<file path="src/rtl/port_egress_sgdma_if.sv">
// MMU packet-read channel between the egress scatter-gather DMA and the MMU.
// master = DMA side (requests, stall, done), slave = MMU side (ready, beats).
`ifndef ADDR_WIDTH
`define ADDR_WIDTH 16
`endif
`ifndef DATA_DWIDTH
`define DATA_DWIDTH 32
`endif
`ifndef DISPATCH_WIDTH
`define DISPATCH_WIDTH 30
`endif

interface port_egress_sgdma_if;
    logic                    mmu_rd_req;
    logic [`ADDR_WIDTH-1:0]  mmu_rd_addr;
    logic [6:0]              mmu_rd_len;
    logic                    mmu_rd_ready;
    logic                    mmu_rd_vld;
    logic [`DATA_DWIDTH-1:0] mmu_rd_dat;
    logic [`ADDR_WIDTH-1:0]  mmu_rd_cell_addr;
    logic                    mmu_rd_stall;
    logic                    mmu_rd_done;

    modport master (
        output mmu_rd_req, mmu_rd_addr, mmu_rd_len,
        output mmu_rd_stall, mmu_rd_done,
        input  mmu_rd_ready, mmu_rd_vld,
        input  mmu_rd_dat, mmu_rd_cell_addr
    );

    modport slave (
        input  mmu_rd_req, mmu_rd_addr, mmu_rd_len,
        input  mmu_rd_stall, mmu_rd_done,
        output mmu_rd_ready, mmu_rd_vld,
        output mmu_rd_dat, mmu_rd_cell_addr
    );
endinterface

</file>
<file path="src/rtl/port_egress_sgdma.sv">
// Egress SG-DMA: pops a crossbar descriptor, reads the packet from the MMU,
// streams cells to the output FIFO and frees them. Optional: EGRESS_STAT_EN.
`ifndef ADDR_WIDTH
`define ADDR_WIDTH 16
`endif
`ifndef DATA_DWIDTH
`define DATA_DWIDTH 32
`endif
`ifndef DISPATCH_WIDTH
`define DISPATCH_WIDTH 30
`endif

module port_egress_sgdma #(
    parameter int unsigned port = 0
) (
    input  logic                       i_clk,
    input  logic                       i_rst_n,
    input  logic [`DISPATCH_WIDTH-1:0] i_cb_dout,
    input  logic                       i_cb_empty,
    output logic                       o_cb_rd_en,
    port_egress_sgdma_if.master        mmu,
    output logic                       o_wr_en,
    output logic [`DATA_DWIDTH-1:0]    o_dat,
    output logic                       o_sop,
    output logic                       o_eop,
    input  logic                       i_full,
    output logic                       o_fp_rls_en,
    output logic [`ADDR_WIDTH-1:0]     o_fp_rls_addr,
    output logic                       o_err
`ifdef EGRESS_STAT_EN
    ,
    output logic [31:0]                o_pkt_cnt,
    output logic [31:0]                o_cell_cnt
`endif
);

    localparam logic [3:0] PORT_ID = 4'(port);

    typedef enum logic [2:0] {
        S_IDLE,
        S_FETCH,
        S_REQ,
        S_STREAM,
        S_DONE
    } state_t;

    state_t                  state_q;
    logic [`ADDR_WIDTH-1:0]  addr_q;
    logic [6:0]              len_q;
    logic                    req_q;
    logic                    done_q;
    logic                    err_q;
    logic [6:0]              in_cnt_q;
    logic [6:0]              out_cnt_q;

    logic [1:0]              cnt_q, cnt_d;
    logic [`DATA_DWIDTH-1:0] d0_q, d0_d, d1_q, d1_d;
    logic [`ADDR_WIDTH-1:0]  a0_q, a0_d, a1_q, a1_d;

    logic                    wr;
    logic                    beat;
    logic                    push;
    logic                    drop;
    logic [6:0]              f_len;
    logic [3:0]              f_dest;
    logic [2:0]              unused_prio;

    assign f_len       = i_cb_dout[13:7];
    assign f_dest      = i_cb_dout[3:0];
    assign unused_prio = i_cb_dout[6:4];

    // Combinational pop so the descriptor lands in FETCH one cycle later.
    assign o_cb_rd_en = i_rst_n & (state_q == S_IDLE) & ~i_cb_empty;

    assign wr   = (cnt_q != 2'd0) & ~i_full;
    assign beat = (state_q == S_STREAM) & mmu.mmu_rd_vld;
    assign push = beat & (cnt_q != 2'd2) & (in_cnt_q != len_q);
    assign drop = beat & (cnt_q == 2'd2);

    assign o_wr_en       = wr;
    assign o_dat         = d0_q;
    assign o_sop         = wr & (out_cnt_q == 7'd0);
    assign o_eop         = wr & ((out_cnt_q + 7'd1) == len_q);
    assign o_fp_rls_en   = wr;
    assign o_fp_rls_addr = a0_q;
    assign o_err         = err_q;

    assign mmu.mmu_rd_req   = req_q;
    assign mmu.mmu_rd_addr  = addr_q;
    assign mmu.mmu_rd_len   = len_q;
    assign mmu.mmu_rd_done  = done_q;
    assign mmu.mmu_rd_stall = (cnt_q == 2'd2) |
                              ((cnt_q != 2'd0) & i_full);

    // Two-entry skid buffer; entry 0 is always the head.
    always_comb begin
        cnt_d = cnt_q;
        d0_d  = d0_q;
        a0_d  = a0_q;
        d1_d  = d1_q;
        a1_d  = a1_q;
        case ({push, wr})
            2'b10: begin
                cnt_d = cnt_q + 2'd1;
                if (cnt_q == 2'd0) begin
                    d0_d = mmu.mmu_rd_dat;
                    a0_d = mmu.mmu_rd_cell_addr;
                end else begin
                    d1_d = mmu.mmu_rd_dat;
                    a1_d = mmu.mmu_rd_cell_addr;
                end
            end
            2'b01: begin
                cnt_d = cnt_q - 2'd1;
                d0_d  = d1_q;
                a0_d  = a1_q;
            end
            2'b11: begin
                if (cnt_q == 2'd1) begin
                    d0_d = mmu.mmu_rd_dat;
                    a0_d = mmu.mmu_rd_cell_addr;
                end else begin
                    d0_d = d1_q;
                    a0_d = a1_q;
                    d1_d = mmu.mmu_rd_dat;
                    a1_d = mmu.mmu_rd_cell_addr;
                end
            end
            default: ;
        endcase
    end

    always_ff @(posedge i_clk or negedge i_rst_n) begin
        if (!i_rst_n) begin
            state_q   <= S_IDLE;
            addr_q    <= '0;
            len_q     <= '0;
            req_q     <= 1'b0;
            done_q    <= 1'b0;
            err_q     <= 1'b0;
            in_cnt_q  <= '0;
            out_cnt_q <= '0;
            cnt_q     <= '0;
            d0_q      <= '0;
            a0_q      <= '0;
            d1_q      <= '0;
            a1_q      <= '0;
        end else begin
            cnt_q <= cnt_d;
            d0_q  <= d0_d;
            a0_q  <= a0_d;
            d1_q  <= d1_d;
            a1_q  <= a1_d;
            if (push) in_cnt_q <= in_cnt_q + 7'd1;
            if (wr) out_cnt_q <= out_cnt_q + 7'd1;
            if (drop) err_q <= 1'b1;
            case (state_q)
                S_IDLE: begin
                    if (!i_cb_empty) state_q <= S_FETCH;
                end
                S_FETCH: begin
                    addr_q    <= i_cb_dout[14 +: `ADDR_WIDTH];
                    len_q     <= f_len;
                    in_cnt_q  <= '0;
                    out_cnt_q <= '0;
                    if (f_len == 7'd0) begin
                        err_q   <= 1'b1;
                        state_q <= S_IDLE;
                    end else begin
                        if (f_dest != PORT_ID) err_q <= 1'b1;
                        req_q   <= 1'b1;
                        state_q <= S_REQ;
                    end
                end
                S_REQ: begin
                    if (mmu.mmu_rd_ready) begin
                        req_q   <= 1'b0;
                        state_q <= S_STREAM;
                    end
                end
                S_STREAM: begin
                    if (o_eop) begin
                        done_q  <= 1'b1;
                        state_q <= S_DONE;
                    end
                end
                S_DONE: begin
                    done_q  <= 1'b0;
                    state_q <= S_IDLE;
                end
                default: state_q <= S_IDLE;
            endcase
        end
    end

`ifdef EGRESS_STAT_EN
    logic [31:0] pkt_cnt_q;
    logic [31:0] cell_cnt_q;

    always_ff @(posedge i_clk or negedge i_rst_n) begin
        if (!i_rst_n) begin
            pkt_cnt_q  <= '0;
            cell_cnt_q <= '0;
        end else begin
            if (done_q) pkt_cnt_q <= pkt_cnt_q + 32'd1;
            if (wr) cell_cnt_q <= cell_cnt_q + 32'd1;
        end
    end

    assign o_pkt_cnt  = pkt_cnt_q;
    assign o_cell_cnt = cell_cnt_q;
`endif

endmodule

</file>
<file path="src/flat_wrapper.sv">
// flat-port wrapper written by rule: the top's interface ports become plain ports
module port_egress_sgdma_flat 
#(
    parameter int unsigned port = 0
)
  (i_clk, i_rst_n, i_cb_dout, i_cb_empty, o_cb_rd_en, o_wr_en, o_dat, o_sop, o_eop, i_full, o_fp_rls_en, o_fp_rls_addr, o_err, mmu_mmu_rd_req, mmu_mmu_rd_addr, mmu_mmu_rd_len, mmu_mmu_rd_stall, mmu_mmu_rd_done, mmu_mmu_rd_ready, mmu_mmu_rd_vld, mmu_mmu_rd_dat, mmu_mmu_rd_cell_addr);
  port_egress_sgdma_if mmu_i ();
  input  logic i_clk;
  input  logic i_rst_n;
  input  logic [`DISPATCH_WIDTH-1:0] i_cb_dout;
  input  logic i_cb_empty;
  output logic o_cb_rd_en;
  output logic o_wr_en;
  output logic [`DATA_DWIDTH-1:0] o_dat;
  output logic o_sop;
  output logic o_eop;
  input  logic i_full;
  output logic o_fp_rls_en;
  output logic [`ADDR_WIDTH-1:0] o_fp_rls_addr;
  output logic o_err;
  output wire logic [$bits(mmu_i.mmu_rd_req)-1:0] mmu_mmu_rd_req;
  output wire logic [$bits(mmu_i.mmu_rd_addr)-1:0] mmu_mmu_rd_addr;
  output wire logic [$bits(mmu_i.mmu_rd_len)-1:0] mmu_mmu_rd_len;
  output wire logic [$bits(mmu_i.mmu_rd_stall)-1:0] mmu_mmu_rd_stall;
  output wire logic [$bits(mmu_i.mmu_rd_done)-1:0] mmu_mmu_rd_done;
  input wire logic [$bits(mmu_i.mmu_rd_ready)-1:0] mmu_mmu_rd_ready;
  input wire logic [$bits(mmu_i.mmu_rd_vld)-1:0] mmu_mmu_rd_vld;
  input wire logic [$bits(mmu_i.mmu_rd_dat)-1:0] mmu_mmu_rd_dat;
  input wire logic [$bits(mmu_i.mmu_rd_cell_addr)-1:0] mmu_mmu_rd_cell_addr;
  assign mmu_mmu_rd_req = mmu_i.mmu_rd_req;
  assign mmu_mmu_rd_addr = mmu_i.mmu_rd_addr;
  assign mmu_mmu_rd_len = mmu_i.mmu_rd_len;
  assign mmu_mmu_rd_stall = mmu_i.mmu_rd_stall;
  assign mmu_mmu_rd_done = mmu_i.mmu_rd_done;
  assign mmu_i.mmu_rd_ready = mmu_mmu_rd_ready;
  assign mmu_i.mmu_rd_vld = mmu_mmu_rd_vld;
  assign mmu_i.mmu_rd_dat = mmu_mmu_rd_dat;
  assign mmu_i.mmu_rd_cell_addr = mmu_mmu_rd_cell_addr;
  port_egress_sgdma #(.port(port)) u_core (.i_clk(i_clk), .i_rst_n(i_rst_n), .i_cb_dout(i_cb_dout), .i_cb_empty(i_cb_empty), .o_cb_rd_en(o_cb_rd_en), .mmu(mmu_i), .o_wr_en(o_wr_en), .o_dat(o_dat), .o_sop(o_sop), .o_eop(o_eop), .i_full(i_full), .o_fp_rls_en(o_fp_rls_en), .o_fp_rls_addr(o_fp_rls_addr), .o_err(o_err));
endmodule
</file>
<file path="config.mk">
export PLATFORM = sky130hd
export DESIGN_NAME = port_egress_sgdma_flat
export DESIGN_NICKNAME = d
export VERILOG_FILES = /design/src/rtl/port_egress_sgdma_if.sv /design/src/rtl/port_egress_sgdma.sv /design/src/flat_wrapper.sv
export SDC_FILE = /design/constraint.sdc
export NUM_CORES = 1
export LEC_CHECK = 0
export CAP_MARGIN = 20
export CORE_UTILIZATION = 25
export CTS_CLUSTER_DIAMETER = 80
export DETAILED_ROUTE_END_ITERATION = 8
export GPL_TIMING_DRIVEN = 0
export PLACE_DENSITY = 0.45
export SETUP_SLACK_MARGIN = 0.3
export SLEW_MARGIN = 30
export SYNTH_ARGS = -nofsm -noshare
export SYNTH_HDL_FRONTEND = slang
export SYNTH_SLANG_ARGS = --single-unit
</file>
<file path="constraint.sdc">
create_clock -name i_clk -period 2.7 [get_ports i_clk]
set_clock_uncertainty 0.2 [all_clocks]
set_input_delay 0.405 -clock i_clk [delete_from_list [all_inputs] [get_ports i_clk]]
set_output_delay 0.405 -clock i_clk [all_outputs]
set_load 0.01 [all_outputs]
</file>
==> metrics.txt <==
# TYPE chip_impl_metric gauge
chip_impl_info{name="run_status",value="complete, but fails checks"} 1
chip_impl_info{name="violations_in_the_final_reports",value="hold timing, setup timing"} 1
chip_impl_metric{name="slew_viol_final",unit=""} 0
chip_impl_metric{name="floorplan.die_area",unit="µm²"} 26940
chip_impl_metric{name="routability_driven_placement_congestion_ratio",unit=""} 0.7611
chip_impl_metric{name="async_flop_share",unit="%"} 100.0
chip_impl_info{name="cts_root_buffer",value="sky130_fd_sc_hd__clkbuf_16"} 1
chip_impl_metric{name="synth_cell_type_count",unit=""} 51
chip_impl_metric{name="synth_edf_count",unit=""} 0
chip_impl_metric{name="leakage",unit="µW"} 0.004642
chip_impl_metric{name="ys_warn_count",unit=""} 0
chip_impl_metric{name="grt_start_max_net_pins",unit=""} 78
chip_impl_metric{name="clock_tree.buffer_depth",unit=""} 2
chip_impl_metric{name="achievable-frequency",unit="MHz"} 359.5
chip_impl_metric{name="slowest_cell_delay_on_critical_path",unit="ns"} 0.43
chip_impl_metric{name="ff_latch_area",unit="µm²"} 3538
chip_impl_metric{name="avgSynthCellArea",unit="µm²"} 12.21
chip_impl_metric{name="timing_worst_slew_pin_value",unit="ns"} 0.6130
chip_impl_metric{name="grt.overflow.total",unit=""} 0
chip_impl_metric{name="placement.cell_area",unit="µm²"} 8710
chip_impl_metric{name="ys_seq_elements",unit=""} 141
chip_impl_metric{name="post_synthesis_net_count",unit=""} 631
chip_impl_metric{name="route.vias.total",unit=""} 4955
chip_impl_metric{name="finalHoldWorstSlack",unit="ns"} -0.3254
chip_impl_metric{name="floorplan.io_pins",unit=""} 164
chip_impl_info{name="synthMostInstantiatedCell",value="sky130_fd_sc_hd__dfrtp_1"} 1
chip_impl_metric{name="nets",unit=""} 850
chip_impl_metric{name="synthCells",unit=""} 538
chip_impl_metric{name="grt_usage",unit="%"} 14.75
chip_impl_metric{name="drt_pre_antenna_iters",unit=""} 4
chip_impl_info{name="worst_r2r_endpoint",value="u_core.o_dat[20]"} 1
chip_impl_metric{name="clock_sinks",unit=""} 141
chip_impl_metric{name="setup_violating_endpoint_count_in_the_final_report",unit=""} 1
chip_impl_metric{name="dieWidth",unit="µm"} 164.1
chip_impl_metric{name="antenna_cells",unit=""} 0
chip_impl_info{name="grt_setup_unrepaired",value="yes"} 1
chip_impl_info{name="crit_type",value="reg -> out"} 1
chip_impl_metric{name="maxCapViolCount",unit=""} 0
chip_impl_info{name="cp_cell_sequence",value="ha_4, buf_6, xnor2_1, a221o_1, a211oi_4, o221a_4, buf_6"} 1
chip_impl_metric{name="final_period_minus_worst_setup_slack",unit="ns"} 2.782
chip_impl_metric{name="cts_made_buffers",unit=""} 17
chip_impl_metric{name="final.fill_count",unit=""} 2430
chip_impl_metric{name="grt_antenna_before_repair",unit=""} 0
chip_impl_metric{name="fin_crit_sh",unit="%"} 103.0
chip_impl_metric{name="timing_hold_violations_final",unit=""} 75
chip_impl_metric{name="yosysSeqAreaShare",unit="%"} 53.69
chip_impl_metric{name="power_density",unit="nW/µm²"} 1247
chip_impl_info{name="min-delay-path-class",value="in -> async"} 1
chip_impl_metric{name="drt_first_iter_violations",unit=""} 251
chip_impl_metric{name="flop2flop_setup_slack",unit="ns"} 0.06
chip_impl_metric{name="std_cell_rows",unit=""} 58
chip_impl_info{name="timing.rr.start",value="u_core.cnt_q[1]"} 1
chip_impl_metric{name="drc_errors",unit=""} 0
chip_impl_metric{name="routed_wirelength",unit="mm"} 19.02
chip_impl_info{name="synth.top_cells.by_area",value="sky130_fd_sc_hd__dfrtp_1, sky130_fd_sc_hd__mux2_2, sky130_fd_sc_hd__a22o_1, sky130_fd_sc_hd__nand2_1, sky130_fd_sc_hd__mux2_4"} 1
chip_impl_metric{name="irDropWorstVdd",unit="mV"} 0.3868
chip_impl_metric{name="yosys.area.top_type_share",unit="%"} 53.69
chip_impl_metric{name="synthesis.area",unit="µm²"} 6571
chip_impl_metric{name="area_used_by_multi_input_combinational_logic",unit="µm²"} 3258
chip_impl_metric{name="final_core_utilization",unit="%"} 40.67
chip_impl_metric{name="dp_hpwl",unit="mm"} 12.16
chip_impl_metric{name="critPathArrivalTime",unit="ns"} 2.18
chip_impl_metric{name="clk-insertion-delay-late",unit="ns"} 0.42
chip_impl_metric{name="final_antenna_net_count",unit=""} 0
chip_impl_info{name="tritoncts",value="built"} 1
chip_impl_metric{name="final_layout_size_suffix_gt1_share",unit="%"} 30.82
chip_impl_info{name="synth_top_cells_by_count",value="sky130_fd_sc_hd__dfrtp_1, sky130_fd_sc_hd__nand2_1, sky130_fd_sc_hd__mux2_2"} 1
chip_impl_metric{name="power",unit="µW"} 12910
chip_impl_metric{name="areaGrowthSynthToFinish",unit="%"} 57.65
chip_impl_metric{name="design_area",unit="µm²"} 10360
chip_impl_info{name="crit_slowest_cell",value="sky130_fd_sc_hd__dfrtp_2"} 1
chip_impl_metric{name="avgViaCountPerCell",unit=""} 4.509
chip_impl_metric{name="worst_slew_margin_rel",unit="%"} 59.13
chip_impl_info{name="critPathCaptureType",value="output port"} 1
chip_impl_info{name="postSynth.topFlopCell",value="sky130_fd_sc_hd__dfrtp_1"} 1
chip_impl_metric{name="port-buffer-count",unit=""} 160
chip_impl_metric{name="path_clk_slew",unit="ns"} 0.07
chip_impl_metric{name="ctsHtreeMaxLevel",unit=""} 4
chip_impl_info{name="critical-path-top-cell-by-count",value="sky130_fd_sc_hd__buf_6"} 1
chip_impl_metric{name="postLayoutSetupSlackWorst",unit="ns"} -0.08202
chip_impl_metric{name="start_util",unit="%"} 25.80
chip_impl_metric{name="design.core.area",unit="µm²"} 25470
chip_impl_metric{name="routed_wire_per_std_cell",unit="µm"} 17.31
chip_impl_metric{name="first_pass_grt_wire_length",unit="mm"} 30.53
chip_impl_info{name="synth.largest_area_cell",value="sky130_fd_sc_hd__dfrtp_1"} 1
chip_impl_metric{name="die_height",unit="µm"} 164.1
chip_impl_metric{name="worst-path-max-fanout",unit=""} 6
chip_impl_metric{name="timing.setup.tns",unit="ns"} -0.08202
chip_impl_metric{name="reg2reg_depth",unit=""} 11
chip_impl_metric{name="grt_pass1_vias",unit=""} 5486
chip_impl_metric{name="crit_required",unit="ns"} 2.10
chip_impl_info{name="startpoint_type",value="register"} 1
## timing repair
| action | CTS | global route |
|---|---|---|
| hold endpoints to repair | 75 | 75 |
| pin swaps | 14 | 17 |
| setup endpoints to repair | 101 | 100 |
| gates cloned | 7 | 2 |
| setup buffers | 23 | 7 |
| gates resized for setup | 159 | 26 |
## per-stage QoR
| stage | instances | worst slack, ns |
|---|---|---|
| final | 1099 | -0.08202 |
| after global routing | 1099 | -0.1754 |
| after CTS | 1090 | -0.1407 |
| after detailed placement | 1029 | -0.4815 |
| after global placement | 1028 | -5.462 |
| after floorplan | 538 | 0.2097 |
## layout by cell type (no fill, tap or decap), types with 5 or more instances in the layout
cell type / n
sky130_fd_sc_hd__clkdlybuf4s50_1: 153
sky130_fd_sc_hd__dfrtp_1: 133
sky130_fd_sc_hd__mux2_4: 96
sky130_fd_sc_hd__nand2_1: 81
sky130_fd_sc_hd__a22o_1: 48
sky130_fd_sc_hd__buf_4: 26
sky130_fd_sc_hd__clkbuf_16: 22
sky130_fd_sc_hd__buf_6: 13
sky130_fd_sc_hd__xnor2_1: 13
sky130_fd_sc_hd__nor2_1: 13
sky130_fd_sc_hd__buf_8: 10
sky130_fd_sc_hd__nand3_1: 8
sky130_fd_sc_hd__a21oi_1: 8
sky130_fd_sc_hd__buf_12: 8
sky130_fd_sc_hd__dfrtp_2: 8
sky130_fd_sc_hd__inv_1: 7
sky130_fd_sc_hd__nor3_1: 7
sky130_fd_sc_hd__xor2_1: 7
sky130_fd_sc_hd__clkbuf_1: 7
sky130_fd_sc_hd__ha_4: 7
sky130_fd_sc_hd__o21ai_0: 6
sky130_fd_sc_hd__clkinvlp_4: 6
sky130_fd_sc_hd__nand4_1: 5
sky130_fd_sc_hd__inv_6: 5
## worst max-delay path: cells and delay by family (launching register included)
family	cells	cell delay [ns]
adders and majority gates	1	0.17
xor gates and xnor gates	1	0.12
AOI/OAI and AO/OA	3	0.82
buffers and inverters	2	0.22
DFF	1	0.43
## layout make-up
class | instances | area share, %
well taps | 330 | 3.986
inverters | 10 | 0.3865
multi-input cells | 351 | 31.45
flip-flops and latches | 141 | 34.15
plain buffers | 36 | 4.010
repair buffers | 200 | 20.52
clock buffers | 18 | 4.239
clock inverters | 13 | 1.256
## routing by layer
metal  part of all wire (%)  track usage (%)  vias to the layer above
li1                       -                -                     2340
met1                     46            19.05                     2488
met2                     48            24.26                      107
met3                    3.7            2.904                       20
met4                    1.8            5.513                        0
met5                      0                0                        -
## worst max-delay path by stage
stage                   startpoint                       end  cells past startpoint  slack [ns]
2_1_floorplan      u_core.cnt_q[0]          u_core.o_dat[10]                     12        0.21
3_3_place_gp               i_rst_n  u_core.mmu.mmu_rd_len[5]                      1       -5.46
3_5_place_dp        mmu_mmu_rd_vld           u_core.d1_q[27]                     10       -0.48
4_1_cts        u_core.out_cnt_q[1]                     o_eop                      7       -0.14
5_1_grt        u_core.out_cnt_q[0]                     o_eop                      8       -0.18
6_report       u_core.out_cnt_q[1]                     o_eop                      7       -0.08
## kinds of logic after synthesis
group | synth area share (%)
flops | 53.69
simple gates | 9.292
mux | 17.75
compound gates | 10.83
buf+inv | 3.789
xor+xnor | 2.932
fa+ha+maj | 1.714
## flip-flops by register name, indices dropped and copies added (netlist names)
register / count
u_core.in_cnt_q: 7
u_core.mmu.mmu_rd_len: 7
u_core.cnt_q: 2
u_core.state_q: 3
u_core.o_err: 1
u_core.mmu.mmu_rd_req: 1
u_core.mmu.mmu_rd_addr: 16
u_core.o_dat: 32
u_core.o_fp_rls_addr: 16
u_core.a1_q: 16
u_core.mmu.mmu_rd_done: 1
u_core.d1_q: 32
u_core.out_cnt_q: 7
## power by group
group / switching [µW] / internal (µW)
Combinational: 2570 / 4180
Sequential: 699 / 3150
Clock: 1010 / 1310
Total: 4280 / 8630
No activity file was read; power rests on OpenSTA's default activity.
